===== src/rtl/trap_pkg.sv =====
// Shared definitions for the machine-mode trap controller: cause codes, mstatus
// fields, mtvec modes, FSM encoding and the flag payloads.
package trap_pkg;

    localparam int unsigned XLEN   = 32;
    localparam int unsigned CODE_W = 4;

    localparam logic [CODE_W-1:0] EXC_FETCH_MISALIGNED = 4'd0;
    localparam logic [CODE_W-1:0] EXC_ILLEGAL          = 4'd2;
    localparam logic [CODE_W-1:0] EXC_BREAKPOINT       = 4'd3;
    localparam logic [CODE_W-1:0] EXC_LOAD_MISALIGNED  = 4'd4;
    localparam logic [CODE_W-1:0] EXC_STORE_MISALIGNED = 4'd6;
    localparam logic [CODE_W-1:0] EXC_ECALL_M          = 4'd11;

    localparam logic [CODE_W-1:0] IRQ_SW    = 4'd3;
    localparam logic [CODE_W-1:0] IRQ_TIMER = 4'd7;
    localparam logic [CODE_W-1:0] IRQ_EXT   = 4'd11;

    localparam int unsigned MSTATUS_MIE    = 3;
    localparam int unsigned MSTATUS_MPIE   = 7;
    localparam int unsigned MSTATUS_MPP_LO = 11;
    localparam int unsigned MSTATUS_MPP_HI = 12;
    localparam logic [1:0]  PRIV_M         = 2'b11;

    localparam logic [1:0] MTVEC_VECTORED = 2'b01;

    typedef enum logic [1:0] {
        ST_IDLE,
        ST_UPDATE,
        ST_REDIRECT
    } trap_state_e;

    typedef enum logic [2:0] {
        TVAL_ZERO,
        TVAL_FETCH,
        TVAL_INST,
        TVAL_PC,
        TVAL_MEM
    } tval_sel_e;

    typedef struct packed {
        logic fetch_misaligned;
        logic illegal;
        logic ebreak;
        logic ecall;
        logic load_misaligned;
        logic store_misaligned;
    } exc_flags_t;

    typedef struct packed {
        logic ext;
        logic sw;
        logic timer;
    } irq_flags_t;

    // Trap entry: stash MIE into MPIE, disable interrupts, record M-mode.
    function automatic logic [XLEN-1:0] trap_mstatus(input logic [XLEN-1:0] ms);
        logic [XLEN-1:0] r;
        r = ms;
        r[MSTATUS_MPIE] = ms[MSTATUS_MIE];
        r[MSTATUS_MIE]  = 1'b0;
        r[MSTATUS_MPP_HI:MSTATUS_MPP_LO] = PRIV_M;
        return r;
    endfunction

    // mret: restore MIE from MPIE and re-arm MPIE.
    function automatic logic [XLEN-1:0] mret_mstatus(input logic [XLEN-1:0] ms);
        logic [XLEN-1:0] r;
        r = ms;
        r[MSTATUS_MIE]  = ms[MSTATUS_MPIE];
        r[MSTATUS_MPIE] = 1'b1;
        r[MSTATUS_MPP_HI:MSTATUS_MPP_LO] = PRIV_M;
        return r;
    endfunction

endpackage


===== src/rtl/trap_prio_enc.sv =====
// Combinational priority encoder: exception/interrupt flags to
// {take, is_irq, cause code, tval source}. Exceptions always outrank interrupts.
module trap_prio_enc
    import trap_pkg::*;
(
    input  exc_flags_t        exc,
    input  irq_flags_t        irq,
    output logic              take_c,
    output logic              is_irq_c,
    output logic [CODE_W-1:0] cause_c,
    output tval_sel_e         tval_sel_c
);

    always_comb begin
        take_c     = 1'b1;
        is_irq_c   = 1'b0;
        cause_c    = '0;
        tval_sel_c = TVAL_ZERO;
        if (exc.fetch_misaligned) begin
            cause_c    = EXC_FETCH_MISALIGNED;
            tval_sel_c = TVAL_FETCH;
        end else if (exc.illegal) begin
            cause_c    = EXC_ILLEGAL;
            tval_sel_c = TVAL_INST;
        end else if (exc.ebreak) begin
            cause_c    = EXC_BREAKPOINT;
            tval_sel_c = TVAL_PC;
        end else if (exc.ecall) begin
            cause_c    = EXC_ECALL_M;
        end else if (exc.load_misaligned) begin
            cause_c    = EXC_LOAD_MISALIGNED;
            tval_sel_c = TVAL_MEM;
        end else if (exc.store_misaligned) begin
            cause_c    = EXC_STORE_MISALIGNED;
            tval_sel_c = TVAL_MEM;
        end else if (irq.ext) begin
            is_irq_c   = 1'b1;
            cause_c    = IRQ_EXT;
        end else if (irq.sw) begin
            is_irq_c   = 1'b1;
            cause_c    = IRQ_SW;
        end else if (irq.timer) begin
            is_irq_c   = 1'b1;
            cause_c    = IRQ_TIMER;
        end else begin
            take_c     = 1'b0;
        end
    end

endmodule


===== src/rtl/trap_ctrl.sv =====
// Machine-mode trap controller: prioritises exceptions, sequences trap entry and
// mret (IDLE -> UPDATE -> REDIRECT). Interrupt support is built with TRAP_IRQ_EN.
module trap_ctrl
    import trap_pkg::*;
#(
    parameter logic [XLEN-1:0] RESET_PC = 32'h0000_0000
) (
    input  logic            clk_i,
    input  logic            rst_ni,
    input  logic            inst_valid_i,
    input  logic [XLEN-1:0] pc_i,
    input  logic [XLEN-1:0] inst_i,
    input  logic            exc_fetch_misaligned_i,
    input  logic            exc_illegal_i,
    input  logic            exc_ebreak_i,
    input  logic            exc_ecall_i,
    input  logic            exc_load_misaligned_i,
    input  logic            exc_store_misaligned_i,
    input  logic [XLEN-1:0] fetch_addr_i,
    input  logic [XLEN-1:0] mem_addr_i,
    input  logic            mret_i,
`ifdef TRAP_IRQ_EN
    input  logic            irq_sw_i,
    input  logic            irq_timer_i,
    input  logic            irq_ext_i,
`endif
    input  logic [XLEN-1:0] mstatus_i,
    input  logic [XLEN-1:0] mie_i,
    input  logic [XLEN-1:0] mtvec_i,
    input  logic [XLEN-1:0] mepc_i,
    input  logic [XLEN-1:0] mcause_i,
    output logic            we_exc_o,
    output logic [XLEN-1:0] mcause_o,
    output logic [XLEN-1:0] mepc_o,
    output logic [XLEN-1:0] mtval_o,
    output logic [XLEN-1:0] mstatus_o,
    output logic            flush_o,
    output logic            pc_valid_o,
    output logic [XLEN-1:0] pc_redirect_o,
    output logic            busy_o
);

    trap_state_e       state_q, state_d;
    logic [XLEN-1:0]   target_q, target_d;
    exc_flags_t        exc;
    irq_flags_t        irq_pend;
    logic              take_c, is_irq_c;
    logic [CODE_W-1:0] cause_c;
    tval_sel_e         tval_sel_c;
    logic [XLEN-1:0]   tval, base, trap_target;
    logic              we_d, flush_d, pc_valid_d, busy_d;
    logic [XLEN-1:0]   mcause_d, mepc_d, mtval_d, mstatus_d, pc_redirect_d;
    logic              unused_mie;

    assign exc = '{fetch_misaligned: exc_fetch_misaligned_i,
                   illegal:          exc_illegal_i,
                   ebreak:           exc_ebreak_i,
                   ecall:            exc_ecall_i,
                   load_misaligned:  exc_load_misaligned_i,
                   store_misaligned: exc_store_misaligned_i};

`ifdef TRAP_IRQ_EN
    // An interrupt qualifies only with global MIE and its own enable bit set.
    assign irq_pend.ext   = mstatus_i[MSTATUS_MIE] & irq_ext_i   & mie_i[IRQ_EXT];
    assign irq_pend.sw    = mstatus_i[MSTATUS_MIE] & irq_sw_i    & mie_i[IRQ_SW];
    assign irq_pend.timer = mstatus_i[MSTATUS_MIE] & irq_timer_i & mie_i[IRQ_TIMER];
`else
    assign irq_pend = '0;
`endif
    assign unused_mie = ^mie_i;

    trap_prio_enc u_prio_enc (
        .exc        (exc),
        .irq        (irq_pend),
        .take_c     (take_c),
        .is_irq_c   (is_irq_c),
        .cause_c    (cause_c),
        .tval_sel_c (tval_sel_c)
    );

    always_comb begin
        tval = '0;
        case (tval_sel_c)
            TVAL_FETCH: tval = fetch_addr_i;
            TVAL_INST:  tval = inst_i;
            TVAL_PC:    tval = pc_i;
            TVAL_MEM:   tval = mem_addr_i;
            default:    tval = '0;
        endcase
    end

    // Only interrupts in vectored mode offset the base; modes 2/3 behave as direct.
    assign base        = {mtvec_i[XLEN-1:2], 2'b00};
    assign trap_target = (is_irq_c && mtvec_i[1:0] == MTVEC_VECTORED)
                       ? base + (XLEN'(cause_c) << 2) : base;

    always_comb begin
        state_d       = state_q;
        target_d      = target_q;
        we_d          = 1'b0;
        flush_d       = 1'b0;
        pc_valid_d    = 1'b0;
        busy_d        = 1'b0;
        mcause_d      = '0;
        mepc_d        = '0;
        mtval_d       = '0;
        mstatus_d     = '0;
        pc_redirect_d = RESET_PC;
        case (state_q)
            ST_IDLE: begin
                if (inst_valid_i && take_c) begin
                    state_d   = ST_UPDATE;
                    target_d  = trap_target;
                    we_d      = 1'b1;
                    flush_d   = 1'b1;
                    busy_d    = 1'b1;
                    mcause_d  = is_irq_c ? (32'h8000_0000 | XLEN'(cause_c)) : XLEN'(cause_c);
                    mepc_d    = pc_i;
                    mtval_d   = tval;
                    mstatus_d = trap_mstatus(mstatus_i);
                end else if (inst_valid_i && mret_i) begin
                    state_d   = ST_UPDATE;
                    target_d  = mepc_i;
                    we_d      = 1'b1;
                    flush_d   = 1'b1;
                    busy_d    = 1'b1;
                    mcause_d  = mcause_i;
                    mepc_d    = mepc_i;
                    mstatus_d = mret_mstatus(mstatus_i);
                end
            end
            ST_UPDATE: begin
                state_d       = ST_REDIRECT;
                pc_valid_d    = 1'b1;
                busy_d        = 1'b1;
                pc_redirect_d = target_q;
            end
            ST_REDIRECT: state_d = ST_IDLE;
            default:     state_d = ST_IDLE;
        endcase
    end

    // Outputs are registered from the next-state view so they line up with the state.
    always_ff @(posedge clk_i) begin
        if (!rst_ni) begin
            state_q       <= ST_IDLE;
            target_q      <= RESET_PC;
            we_exc_o      <= 1'b0;
            flush_o       <= 1'b0;
            pc_valid_o    <= 1'b0;
            busy_o        <= 1'b0;
            mcause_o      <= '0;
            mepc_o        <= '0;
            mtval_o       <= '0;
            mstatus_o     <= '0;
            pc_redirect_o <= RESET_PC;
        end else begin
            state_q       <= state_d;
            target_q      <= target_d;
            we_exc_o      <= we_d;
            flush_o       <= flush_d;
            pc_valid_o    <= pc_valid_d;
            busy_o        <= busy_d;
            mcause_o      <= mcause_d;
            mepc_o        <= mepc_d;
            mtval_o       <= mtval_d;
            mstatus_o     <= mstatus_d;
            pc_redirect_o <= pc_redirect_d;
        end
    end

endmodule


===== config.mk =====
export PLATFORM = sky130hd
export DESIGN_NAME = trap_ctrl
export DESIGN_NICKNAME = d
export VERILOG_FILES = /design/src/rtl/trap_pkg.sv /design/src/rtl/trap_prio_enc.sv /design/src/rtl/trap_ctrl.sv
export SDC_FILE = /design/constraint.sdc
export NUM_CORES = 1
export LEC_CHECK = 0
export BUFFER_PORTS_ARGS = -buffer_cell sky130_fd_sc_hd__clkbuf_2
export CORE_AREA = 2 2 181 183
export DETAILED_ROUTE_END_ITERATION = 10
export DIE_AREA = 0 0 183 185
export SLEW_MARGIN = 0
export SYNTH_ARGS = -nofsm -noshare
export SYNTH_HDL_FRONTEND = slang
export SYNTH_SLANG_ARGS = --single-unit

===== constraint.sdc =====
create_clock -name clk_i -period 1.9 [get_ports clk_i]
set_clock_uncertainty 0.05 [all_clocks]
set_input_delay 0.19 -clock clk_i [delete_from_list [all_inputs] [get_ports clk_i]]
set_output_delay 0.19 -clock clk_i [all_outputs]
set_load 0.01 [all_outputs]

==> flow_summary.ini <==
[hold_path]
worstHoldPathType = input port to flip-flop

[cells_and_area]
fin_cells = 1754
final_nets = 1627
synthToLayoutAreaGrowth_pct = 82.1
fillers = 3121
drive_gt1_share_pct = 38.1
regArea_um2 = 3900
final_util_pct = 38.3
multi_input_area_um2 = 2590

[clocking]
clkSinkCount = 195
htreeDepth = 4
cts.clk_slew.worst_paths_ps = 80
cts_resized = 0
cts_buffers = 17
clk_latency_ps = 450
cts_tree = done
cts.path.max_buffers = 2
cts-root-buf = clkbuf_16

[die]
die-area_um2 = 33900
initial_utilization_pct = 21.0
die_x_um = 183
rows = 66
die_h_um = 185
io_pins = 462
core_area_um2 = 32000

[global_routing]
grt_pass1_vias = 7825
overflow = 0
grt_use_total_pct = 16.9
grt_max_degree = 50
grt_pass1_wl_mm = 43.4
antenna_found_initial = 3

[yosys]
synthFlopType = dfxtp_1
synth_warnings = 0
seq_area_frac_synth_pct = 57.9
synth_edf_count = 0
synth_top_area_share_pct = 57.9
netlist_instances = 694
ys_ff_latch = 195
synth_top_area_cell = dfxtp_1
synth_area_leaders = dfxtp_1 (58%), and2_1 (5.8%), nand2_1 (5.4%)
synth.distinct_cells = 34
synth_fp_nets = 992
syn-cell-area_um2 = 6740
async_flop_share_pct = 0
avgSynthCellArea_um2 = 9.71

[setup_path]
path_class = flip-flop to flip-flop
cp_max_fo = 20
endpoint_kind = flip-flop
cp.required_ps = 2220
r2r_slack_ps = 310
cp-start-kind = flip-flop
arrival_ps = 1910

[pwr]
powerDensity_nw_per_um2 = 755
p_total_mw = 9.26
p_leak_nw = 5.80
ir_drop_mv = 0.589

[route]
drt_wl_total_mm = 29.9
wl_per_cell_um = 17.0
drt_iter0_markers = 531
first_pass_iters = 5
detail-route-antenna-nets = 0
drc_errors = 0
vias_per_cell = 4.43
vias = 7765

[sta]
max_freq_mhz = 628
setup_violations = 0
rsz0062_at_grt = no
relSlewSlack_pct = 71.2
tns_ps = 0
drv_slew = 0
hold_viol = 0
worst_pin_slew_ps = 431
final.setup.worst_slack_ps = 308
post-route-period-util_pct = 83.8
min_period_ps = 1590

[flow_run]
cap_viol_max_count = 0

[place]
placedCellCount = 1498
hpwlAfterDp_mm = 20.7
post-place-ws_ps = 7.62
portBuffers = 425
place.gp.congestion = 0.840

[run_status]
status = complete, no violations
## registers in the layout, summed over array words and instances, names as in the netlist
register	flops
state_q	2
mcause_o	32
mtval_o	32
mstatus_o	31
busy_o	1
mepc_o	32
pc_valid_o	1
target_q	32
pc_redirect_o	32
## worst paths after layout
check	from	endpoint	cells after the start
hold / removal	fetch_addr_i[31]	mtval_o[31]$_SDFF_PN0_	3
setup reg to reg	state_q[1]$_SDFFE_PN0P_	target_q[20]$_SDFFE_PN0P_	5
hold reg to reg	target_q[21]$_SDFFE_PN0P_	pc_redirect_o[21]$_SDFF_PN0_	1
setup / recovery	state_q[1]$_SDFFE_PN0P_	target_q[20]$_SDFFE_PN0P_	5
## stage by stage
step | area (um2) | hold slack (ps)
after floorplan | 6740 | 243
final | 12300 | 24.2
after global routing | 12300 | 5.04
after detailed placement | 9500 | 341
after CTS | 12200 | 0.285
after global placement | 9500 | 336
## cell usage in the layout, fill, tap and decap left out, types with 21 or more instances in the layout
master,Yosys,routed
buf_4,6,21
o21ai_1,32,31
dlygate4sd3_1,0,218
a21oi_1,65,64
a22oi_1,32,32
and2_1,63,63
clkbuf_2,0,425
dfxtp_1,195,195
and3_1,28,28
a31oi_1,32,32
a22o_1,33,33
nand2_1,97,97
## per-layer routing
metal / wire (um) / track usage [%] / part of all wire, %
met3: 2090 / 4.25 / 7.0
met5: 11 / 0 / 0.037
met2: 15000 / 28.9 / 50
met4: 871 / 7.01 / 2.9
met1: 11900 / 20.1 / 40
## worst max-delay path, stage by stage (launching register included)
cell     delay (ps)
dfxtp_1         350
nor3b_1         410
o31a_1          310
buf_12          190
o21ai_1          70
a21oi_1         140
## cell type report
class / count / area share, %
well taps: 408 / 4.16
repair buffers: 675 / 38.2
multi-input cells: 439 / 21.1
clock buffers: 19 / 3.53
clock inverters: 13 / 1.09
inverters: 1 / 0.0306
diodes: 4 / 0.0816
flip-flops and latches: 195 / 31.8
## power breakdown
group / internal (mW) / switching [mW] / leakage [nW]
logic: 0.784 / 0.641 / 3.93
registers: 4.24 / 0.0561 / 1.59
clock network: 1.76 / 1.79 / 0.280
total: 6.78 / 2.48 / 5.80
## Yosys cell counts (2+ instances only)
| cell | count |
|---|---|
| a21oi_1 | 65 |
| a22o_1 | 33 |
| a22oi_1 | 32 |
| a31oi_1 | 32 |
| a32o_1 | 3 |
| and2_1 | 63 |
| and3_1 | 28 |
| and3b_1 | 2 |
| buf_2 | 20 |
| buf_4 | 6 |
| clkbuf_1 | 32 |
| dfxtp_1 | 195 |
| nand2_1 | 97 |
| nor2_1 | 3 |
| nor3b_1 | 2 |
| o21ai_1 | 32 |
| or2_1 | 19 |
| or2_2 | 14 |
## logic make-up (layout without fill, tap and decap cells)
kind of cell / Yosys count / after routing / synth area share, %
AO/OA/AOI/OAI: 202 / 202 / 19.3
buffers and inverters: 60 / 708 / 4.05
flip-flops: 195 / 195 / 57.9
other: 0 / 4 / 0
AND/OR/NAND/NOR: 237 / 237 / 18.8
## repair_timing
action,CTS,global route
hold buffers,218,0
hold endpoints to repair,157,0
buffers inserted,0,2
setup endpoints to repair,0,30
Power figures use the tool's default switching activity.
